$ cat config.mk
export PLATFORM = sky130hd
export DESIGN_NAME = ring_freq_counter
export DESIGN_NICKNAME = d
export VERILOG_FILES = /design/src/rtl/ring_freq_counter.sv
export SDC_FILE = /design/constraint.sdc
export NUM_CORES = 1
export LEC_CHECK = 0
export CAP_MARGIN = 20
export CORE_ASPECT_RATIO = 0.75
export CORE_UTILIZATION = 55
export CTS_CLUSTER_SIZE = 14
export DETAILED_ROUTE_END_ITERATION = 10
export PLACE_DENSITY_LB_ADDON = 0.25
export SLEW_MARGIN = 5
export SYNTH_ARGS = -nofsm -noshare
export SYNTH_HDL_FRONTEND = slang
export SYNTH_SLANG_ARGS = --single-unit
$ cat constraint.sdc
create_clock -name clk -period 3.2 [get_ports clk]
set_input_delay 0.48 -clock clk [delete_from_list [all_inputs] [get_ports clk]]
set_output_delay 0.48 -clock clk [all_outputs]
set_load 0.02 [all_outputs]
$ cat src/rtl/ring_freq_counter.sv
// Gated rising-edge counter for one ring-oscillator tap. Counts synchronized
// rising edges of the selected tap over a gate window measured in clk cycles.
module ring_freq_counter #(
    parameter int COUNT_WIDTH   = 24,
    parameter int GATE_WIDTH    = 16,
    parameter int SETTLE_CYCLES = 3
) (
    input  logic                   clk,
    input  logic                   rst_n,
    input  logic [7:0]             osc_taps,
    input  logic [2:0]             tap_sel,
    input  logic [GATE_WIDTH-1:0]  gate_len,
    input  logic                   start,
    output logic                   busy,
    output logic                   done,
    output logic [COUNT_WIDTH-1:0] result,
    output logic                   overflow,
    input  logic [1:0]             byte_sel,
    output logic [7:0]             result_byte
);

    localparam int SW = (SETTLE_CYCLES < 2) ? 1 : $clog2(SETTLE_CYCLES);
    localparam logic [COUNT_WIDTH-1:0] CNT_MAX = '1;

    typedef enum logic [1:0] {IDLE, ARM, MEASURE, DONE} state_t;

    state_t                 r_state;
    logic [2:0]             r_sel;
    logic [GATE_WIDTH-1:0]  r_gate;
    logic [GATE_WIDTH-1:0]  r_gate_cnt;
    logic [SW-1:0]          r_settle;
    logic                   r_s1, r_s2, r_s3;
    logic [COUNT_WIDTH-1:0] r_cnt;
    logic [COUNT_WIDTH-1:0] r_result;
    logic                   r_ovf;
    logic                   r_busy;
    logic                   r_done;

    logic                   w_tap;
    logic                   w_rise;
    logic [COUNT_WIDTH-1:0] w_cnt_next;
    logic [31:0]            w_res32;

    assign w_tap  = osc_taps[r_sel];
    assign w_rise = r_s2 & ~r_s3;

    // Count only inside the gate; hold at all-ones instead of wrapping.
    always_comb begin
        w_cnt_next = r_cnt;
        if (r_state == MEASURE && w_rise && r_cnt != CNT_MAX)
            w_cnt_next = r_cnt + COUNT_WIDTH'(1);
    end

    always_ff @(posedge clk or negedge rst_n) begin
        if (!rst_n) begin
            r_s1 <= 1'b0;
            r_s2 <= 1'b0;
            r_s3 <= 1'b0;
        end else begin
            r_s1 <= w_tap;
            r_s2 <= r_s1;
            r_s3 <= r_s2;
        end
    end

    always_ff @(posedge clk or negedge rst_n) begin
        if (!rst_n) begin
            r_state    <= IDLE;
            r_sel      <= '0;
            r_gate     <= '0;
            r_gate_cnt <= '0;
            r_settle   <= '0;
            r_cnt      <= '0;
            r_result   <= '0;
            r_ovf      <= 1'b0;
            r_busy     <= 1'b0;
            r_done     <= 1'b0;
        end else begin
            r_done <= 1'b0;
            r_cnt  <= w_cnt_next;
            case (r_state)
                IDLE: begin
                    if (start) begin
                        r_sel    <= tap_sel;
                        r_gate   <= gate_len;
                        r_cnt    <= '0;
                        r_settle <= SW'(SETTLE_CYCLES - 1);
                        r_busy   <= 1'b1;
                        r_state  <= ARM;
                    end
                end
                ARM: begin
                    if (r_settle != '0) begin
                        r_settle <= r_settle - SW'(1);
                    end else if (r_gate != '0) begin
                        r_gate_cnt <= r_gate - GATE_WIDTH'(1);
                        r_state    <= MEASURE;
                    end else begin
                        r_result <= w_cnt_next;
                        r_ovf    <= (w_cnt_next == CNT_MAX);
                        r_done   <= 1'b1;
                        r_state  <= DONE;
                    end
                end
                MEASURE: begin
                    if (r_gate_cnt != '0) begin
                        r_gate_cnt <= r_gate_cnt - GATE_WIDTH'(1);
                    end else begin
                        // Final gate cycle's edge is folded in via w_cnt_next.
                        r_result <= w_cnt_next;
                        r_ovf    <= (w_cnt_next == CNT_MAX);
                        r_done   <= 1'b1;
                        r_state  <= DONE;
                    end
                end
                DONE: begin
                    r_busy  <= 1'b0;
                    r_state <= IDLE;
                end
                default: r_state <= IDLE;
            endcase
        end
    end

    always_comb begin
        w_res32 = '0;
        w_res32[COUNT_WIDTH-1:0] = r_result;
    end

    assign result_byte = w_res32[{byte_sel, 3'b000} +: 8];
    assign busy        = r_busy;
    assign done        = r_done;
    assign result      = r_result;
    assign overflow    = r_ovf;

endmodule
# Word level (Yosys, flattened, before mapping)
# Index checks and enable logic that the tools add are counted.
# totals
ff_bits	93
in_bits	32
out_inout_bits	35
word_cells	79
# op_classes
n_addsub	4
magnitude_cmp	1
eq_ne	12
shift	1
n_mux	31
bitwise	2
reduce_logical	15
# ops
operator	n
two-way mux 24 bit	6
two-way mux 16 bit	3
case mux 24 bit (2 select lines)	1
case mux 16 bit (2 select lines)	1
nonzero test 16 bit	2
indexed part select 32 x 6 -> 8 bit	1
subtractor 16 x 1 -> 16 bit (second input constant)	2
adder 24 x 1 -> 24 bit (second input constant)	1
equality test 24 bit (second input constant)	1
!= test 24 bit (second input constant)	1
!= test 2 bit (second input constant)	6
two-way mux 2 bit	5
two-way mux 1 bit	9
case mux 2 bit (4 select lines)	1
AND reduction 4 bit	2
nonzero test 2 bit	4
case mux 1 bit (2 select lines)	3
AND reduction 3 bit	2
equality test 2 bit (second input constant)	2
< comparator 3 x 4 -> 1 bit (second input constant)	1
case mux 2 bit (2 select lines)	1
AND reduction 2 bit	2
binary-select mux 1 bit (select 3 bit)	1
equality test 2 x 1 -> 1 bit (second input constant)	1
other kinds (6)	7

# Logic depth before layout (Yosys ltp)
# Gate-level depths: netlist of the first run.
# depth
depth_word	9
mapped_depth	11
mapped_depth_nobuf	10

# Worst setup path after synthesis of the first run
# Ideal clock, no wire load.
# synth_path
path_type	reg-to-reg
start	register r_state[0]
end	register r_gate_cnt[12]
setup_time_ps	78
t_arrival_ps	2674
required_ps	3122
path_slack_ps	448
stages_incl_launch_ff	12
path_buffers	1
synth_period_minus_slack_ps	2752
cell_sequence	dfrtp_1 > inv_1 > ha_1 > buf_6 > mux2i_1 > ha_1 > o211ai_1 > or2_2 > a2111oi_4 > xor2_1 > o22ai_1 > a21oi_1
# synth_between
elab_chain_cells	3
elab_cells_between_ends	8
classes_between	eq/ne: 5; mux: 1; reduce/logical: 2
# synth_rtl
item	line	text
start, declared	27	state_t r_state;
start signal, assigned	68	r_state <= IDLE;
start signal, assigned	89	r_state <= ARM;
start signal, assigned	97	r_state <= MEASURE;
equality test 2 x 1 -> 1 bit or equality test 2 bit (tied branches)	81	case (r_state)
!= test 2 bit (no source line) (tied with other cells)	--	
AND reduction 4 bit (no source line)	--	
end signal, assigned	96	r_gate_cnt <= r_gate - GATE_WIDTH'(1);
end signal, assigned	107	r_gate_cnt <= r_gate_cnt - GATE_WIDTH'(1);
end, declared	30	logic [GATE_WIDTH-1:0] r_gate_cnt;
# Parallel ways exist; a longest one is shown, timed or not.
# A chain may end at the register's enable or synchronous reset.

# Final worst setup path of the first run
# layout_path
start	register r_state[0]
end	register r_gate_cnt[14]
# The elaborated chain is that of the path after synthesis.

==> impl_metrics.json, run 1 <==
{
  "cp_num_buf_inv": 1,
  "whs_ps": 160,
  "holdBufCountCts": 0,
  "placedInstanceArea_sq_um": 5790,
  "cts_root_buf": "clkbuf_16",
  "rows": 29,
  "peakVddDrop_uv": 494,
  "wl_mm": 11.9,
  "endpoint_kind": "flop",
  "finalSetupViolations": 0,
  "hold_viol_final": 0,
  "violations": "DRC",
  "crit_type": "reg2reg",
  "relSlewSlack_pct": 55.1,
  "wl_per_cell_microns": 17.4,
  "route.detailed.drc": 5,
  "coreArea_sq_um": 8640,
  "cts_tree": "yes",
  "htreeDepth": 3,
  "clk_latency_ps": 350,
  "arrival_ps": 3230,
  "tightest_slew_ps": 666,
  "drv_slew": 0,
  "dp_hpwl_mm": 8.66,
  "areaGrowthSynthToFinish_pct": 21.4,
  "synth_top_area_cell": "dfrtp_1",
  "cts_setup_buffers": 0,
  "path_delay_family": "simple AND/OR/NAND/NOR gates",
  "die_w_microns": 112,
  "clkSinkCount": 93,
  "maxCapViolCount": 0,
  "diodes": 0,
  "fin_skew_ps": 10.4,
  "synth_area_leaders": "dfrtp_1, o21ai_0, mux2_2",
  "die_h_microns": 84.7,
  "final_cell_area_sq_um": 6080,
  "timing.final.crit_share_pct": 92.6,
  "path_cells": "inv_1 > ha_2 > mux2i_2 > ha_1 > o211ai_1 > or2_2 > nor3_1 > xor2_1 > o22ai_1 > a21oi_1",
  "fmax_mhz": 337,
  "crit_fanout": 5,
  "finalWeightedCongestion": 0.912,
  "initial_core_util_pct": 58.0,
  "synth_edf_count": 0,
  "synthArstFlopShare_pct": 100,
  "cts_buffer_depth": 2,
  "nNetsFinal": 614,
  "yosysWarnings": 0,
  "numCtsBuffers": 9,
  "setup_tns_ps": 0,
  "p_per_area_nw_per_um2": 938,
  "netlist_area_sq_um": 5010,
  "cp.required_ps": 3470,
  "pre_cts_ws_ps": 149,
  "num_vias": 4190,
  "period_minus_slack_ps": 2960,
  "grt-ovfl-total": 0,
  "synth.avg_cell_area_sq_um": 9.83,
  "hold_path_class": "in2async",
  "clk_pin_slew_ps": 60,
  "fillers": 648,
  "drive_above_1_share_pct": 11.9,
  "viasPerCell": 6.10,
  "io_pins": 67,
  "p_leak_uw": 0.00245,
  "ys_seq_area_share_pct": 46.4,
  "synth_seq_cells": 93,
  "synth_fp_nets": 549,
  "max_stage_delay_ps": 400,
  "grt.total_usage_pct": 27.0,
  "netlist-cell-type-count": 57,
  "cp_slowest_cell": "dfrtp_1",
  "cp-start-kind": "flop",
  "seq_area_sq_um": 2330,
  "grt_max_degree": 53,
  "grt_pass1_vias": 3949,
  "multiInputGateArea_sq_um": 2550,
  "yosysTopAreaCellShare_pct": 46.4,
  "grt_pass1_wl_mm": 19.8,
  "netlist_instances": 510,
  "status": "complete, but fails checks",
  "dr.pass1.iters": 10,
  "port_buffers": 66,
  "antenna_found_initial": 0,
  "final.setup.worst_slack_ps": 237,
  "ys.flop_type": "dfrtp_1",
  "die-area_sq_um": 9500,
  "drtAntennaViolNets": 0,
  "drtIter0Drc": 419
}
-- flip-flops by register name (all words and copies together) (netlist names), 2 cells and up --
signal      cells
r_gate         16
r_sel           3
r_state         2
result         24
r_cnt          24
r_settle        2
r_gate_cnt     16
-- logic make-up after synthesis --
family | Yosys count | share of synthesized area, %
flops | 93 | 46.4
mux | 43 | 9.64
simple gates | 186 | 19.3
compound gates | 110 | 13.7
xor+xnor | 35 | 6.12
buf+inv | 36 | 3.05
fa+ha+maj | 7 | 1.75
-- repair_timing --
action / in CTS / in global routing
endpoints found under the setup margin: 0 / 6
hold endpoints to repair: 0 / 0
resized for setup: 0 / 5
-- report_power, final --
| part | switching [uW] | internal, uW | leakage [uW] | total, uW |
|---|---|---|---|---|
| logic | 1400 | 1160 | 0.00112 | 2560 |
| registers | 508 | 1630 | 0.00119 | 2130 |
| clock network | 427 | 585 | 0.000139 | 1010 |
-- metrics by stage --
stage	util, %	instances	total power [uW]
after global placement	67.1	672	4540
final	70.4	687	5700
after CTS	70.3	687	5670
after floorplan	-	510	3760
after global routing	70.4	687	6070
after detailed placement	67.1	672	4650
-- cells in the final DEF (no fill, tap or decap), drive strengths merged, types with 2 or more instances in the layout --
master         count
dfrtp             93
clkdlybuf4s50     65
o21ai             57
nand2             56
nor2              39
nand3             23
xor2              22
mux2              22
mux2i             19
a21oi             19
inv               14
nor3              14
clkbuf            14
xnor2             13
o22ai             12
buf               11
nor4              11
nand4              7
ha                 7
nor2b              6
nor3b              6
or3                5
a2111oi            5
o21a               4
nand4b             3
and2               3
a211o              3
or2                3
nand2b             2
and3               2
nor4b              2
mux4               2
a211oi             2
nand3b             2
or4                2
-- routing by layer --
layer	global-route usage [%]	part of all wire, %	vias up	wire [microns]
met4	6.30	1.1	0	131
met5	0	0	-	0
met3	6.79	6.6	16	783
met1	39.2	48	2067	5740
met2	40.9	44	162	5280
li1	-	-	1945	-
-- final timing paths --
| kind | start | end | slack, ps | depth (start not counted) |
|---|---|---|---|---|
| worst max-delay path | r_state[0]$_DFFE_PN0P_ | r_gate_cnt[14]$_DFFE_PN0P_ | 240 | 10 |
| worst min-delay path | rst_n | r_gate[12]$_DFFE_PN0P_ | 160 | 1 |
| worst max register to register | r_state[0]$_DFFE_PN0P_ | r_gate_cnt[14]$_DFFE_PN0P_ | 240 | 10 |
| worst min register to register | r_s1$_DFF_PN0_ | r_s2$_DFF_PN0_ | 350 | 0 |
| max in group asynchronous | rst_n | r_gate[5]$_DFFE_PN0P_ | 2290 | 2 |
| min in group clk | r_s1$_DFF_PN0_ | r_s2$_DFF_PN0_ | 350 | 0 |
-- layout make-up --
class / instances / area share, %
Multi-Input combinational cell: 381 / 41.9
Sequential cell: 93 / 38.3
Timing Repair Buffer: 76 / 12.2
Clock buffer: 14 / 4.50
Tap cell: 108 / 2.22
Inverter: 14 / 0.864
Clock inverter: 1 / 0.0823
-- synth_stat cells, types with 2 or more instances --
master / count
buf_2: 2
inv_1: 14
and2_1: 3
o21ai_0: 55
dfrtp_1: 93
nand4_1: 6
nor4_1: 9
xnor2_1: 13
nand2b_1: 2
a21oi_1: 18
xor2_1: 22
a211o_1: 3
or2_2: 3
ha_1: 7
a2111oi_4: 2
mux4_2: 2
nor3b_1: 5
nor3_2: 2
mux2i_1: 19
and3_1: 2
a2111oi_2: 2
buf_4: 2
nor2b_1: 6
o22ai_1: 12
nand4b_1: 3
clkbuf_1: 16
nor2_1: 39
mux2_2: 22
nor4b_1: 2
nor3_1: 12
nand3_1: 23
or3_1: 4
o21a_1: 4
a211oi_1: 2
nand2_1: 56
o21ai_1: 2
(Power assumes the default switching activity.)
==> inputs of run 2 (changes only) <==
- GPL_ROUTABILITY_DRIVEN: default -> 1
==> results of run 2 <==
No change in the layout: final DEF, timing and power equal those of run 1.
==> inputs of run 3 (changes only) <==
- CELL_PAD_IN_SITES_DETAIL_PLACEMENT: default -> 1
- CELL_PAD_IN_SITES_GLOBAL_PLACEMENT: default -> 2
- CORE_UTILIZATION: 55 -> 28
==> run 3 against run 2 <==
  * The flow now finishes without violations
  * Clock skew decreased by 0.99 ps
  * Power rose by 3.9%
  * Core utilization is 33 points lower
  * First-iteration DRC count is 54% lower
  * Worst setup slack better by 22 ps
  * Global-route usage decreased by 9.7 points
  * Highest routed layer unchanged
==> impl_metrics.json, run 3 (synthesis gave the netlist of run 1 again) <==
{
  "postCtsResizedCells": 0,
  "grt_max_degree": 50,
  "drtAntennaViolNets": 0,
  "finalWeightedCongestion": 0.835,
  "arrival_ps": 3220,
  "period_minus_slack_ps": 2940,
  "dp_hpwl_mm": 11.0,
  "hold_viol_final": 0,
  "grt.total_usage_pct": 17.3,
  "diodes": 0,
  "num_vias": 4108,
  "areaGrowthSynthToFinish_pct": 26.6,
  "cts_buffer_depth": 2,
  "cp.required_ps": 3480,
  "crit_fanout": 26,
  "die-area_sq_um": 18400,
  "rows": 41,
  "setup_tns_ps": 0,
  "dr.pass1.iters": 4,
  "cts_tree": "yes",
  "mostFrequentLayoutCell": "dfrtp_1",
  "route.detailed.drc": 0,
  "finalSetupViolations": 0,
  "hold_path_class": "in2async",
  "drtIter0Drc": 192,
  "timing.final.crit_share_pct": 91.9,
  "antenna_found_initial": 0,
  "maxCapViolCount": 0,
  "clkSinkCount": 93,
  "cts_root_buf": "clkbuf_16",
  "peakVddDrop_uv": 307,
  "p_leak_uw": 0.00249,
  "layout_common_cells": "dfrtp_1, clkdlybuf4s50_1, nand2_1, o21ai_0, nor2_1",
  "drive_above_1_share_pct": 13.7,
  "relSlewSlack_pct": 37.4,
  "rsz0062_at_grt": "no",
  "die_h_microns": 118,
  "numCtsBuffers": 9,
  "holdBufCountCts": 0,
  "endpoint_kind": "flop",
  "viasPerCell": 5.00,
  "clk_pin_slew_ps": 70,
  "r2r-start": "r_state[0]$_DFFE_PN0P_",
  "status": "finished clean",
  "whs_ps": 147,
  "port_buffers": 66,
  "die_w_microns": 156,
  "r2r_slack_ps": 260,
  "crit_type": "reg2reg",
  "drv_slew": 0,
  "fin_skew_ps": 9.43,
  "cp-start-kind": "flop",
  "grt_pass1_vias": 4288,
  "fmax_mhz": 340,
  "grt-ovfl-total": 0,
  "p_per_area_nw_per_um2": 934,
  "htreeDepth": 3,
  "io_pins": 67,
  "tightest_slew_ps": 929,
  "initial_core_util_pct": 29.2,
  "startpoint": "r_state[0]$_DFFE_PN0P_",
  "clk_latency_ps": 360,
  "cts_setup_buffers": 0,
  "coreArea_sq_um": 17100,
  "grt_pass1_wl_mm": 24.3,
  "nNetsFinal": 619,
  "wl_mm": 14.6,
  "wl_per_cell_microns": 17.8,
  "fillers": 1958
}
==> run 3: changes by cell type in the layout (fill, tap and decap cells not counted), moves of 2 or more <==
cell        previous run  this run
clkbuf_8               3         1
clkinv_4               0         2
clkinvlp_4             0         2
clkbuf_1               2         0
buf_4                 10        14
==> run 3: per-stage QoR <==
stage               total power (uW)  worst slack (ps)  cells  area [sq um]  util, %
floorplan                       3760               448    510          5010        -
global placement                4730               332    805          6010     35.1
detailed placement              4830               180    805          6010     35.1
CTS                             5980               149    821          6320     36.9
global route                    6380              16.8    821          6340     37.0
finish                          5930               259    821          6340     37.0
==> run 3: worst paths after layout <==
check,cells past startpoint,end
max,10,r_gate_cnt[15]$_DFFE_PN0P_
min,1,r_gate_cnt[14]$_DFFE_PN0P_
max reg2reg,10,r_gate_cnt[15]$_DFFE_PN0P_
min reg2reg,0,r_s2$_DFF_PN0_
max in group asynchronous,2,result[18]$_DFFE_PN0P_
min in group clk,0,r_s2$_DFF_PN0_
==> run 3: worst max-delay path: stages, from the launching register on <==
cell and delay [ps]:
dfrtp_1 410, inv_1 140, ha_2 290, buf_6 250, nor3b_1 290, o21ai_0 380, nor3_2 370, nor3b_2 310
xor2_1 180, o22ai_1 90, a21oi_1 150
==> run 3: per-layer routing <==
metal  track usage (%)  part of all wire, %  vias up
met4              4.96                  1.3        0
li1                  -                    -     1961
met3              3.46                  4.5       13
met5                 0                    0        -
met1              26.8                   53     2055
met2              23.8                   41       79
==> run 3: where the power goes <==
group	internal (uW)	total, uW	switching (uW)
Clock	633	1120	490
Combinational	1170	2650	1470
Sequential	1620	2160	533
Total	3430	5930	2500
==> run 3: cell type report <==
type,instances,area (sq um),share of cell area [%]
multi-input cells,381,2570,40.5
flip-flops and latches,93,2330,36.7
repair buffers,81,787,12.4
well taps,236,295,4.65
clock buffers,10,239,3.77
clock inverters,6,71.3,1.12
inverters,14,52.6,0.828
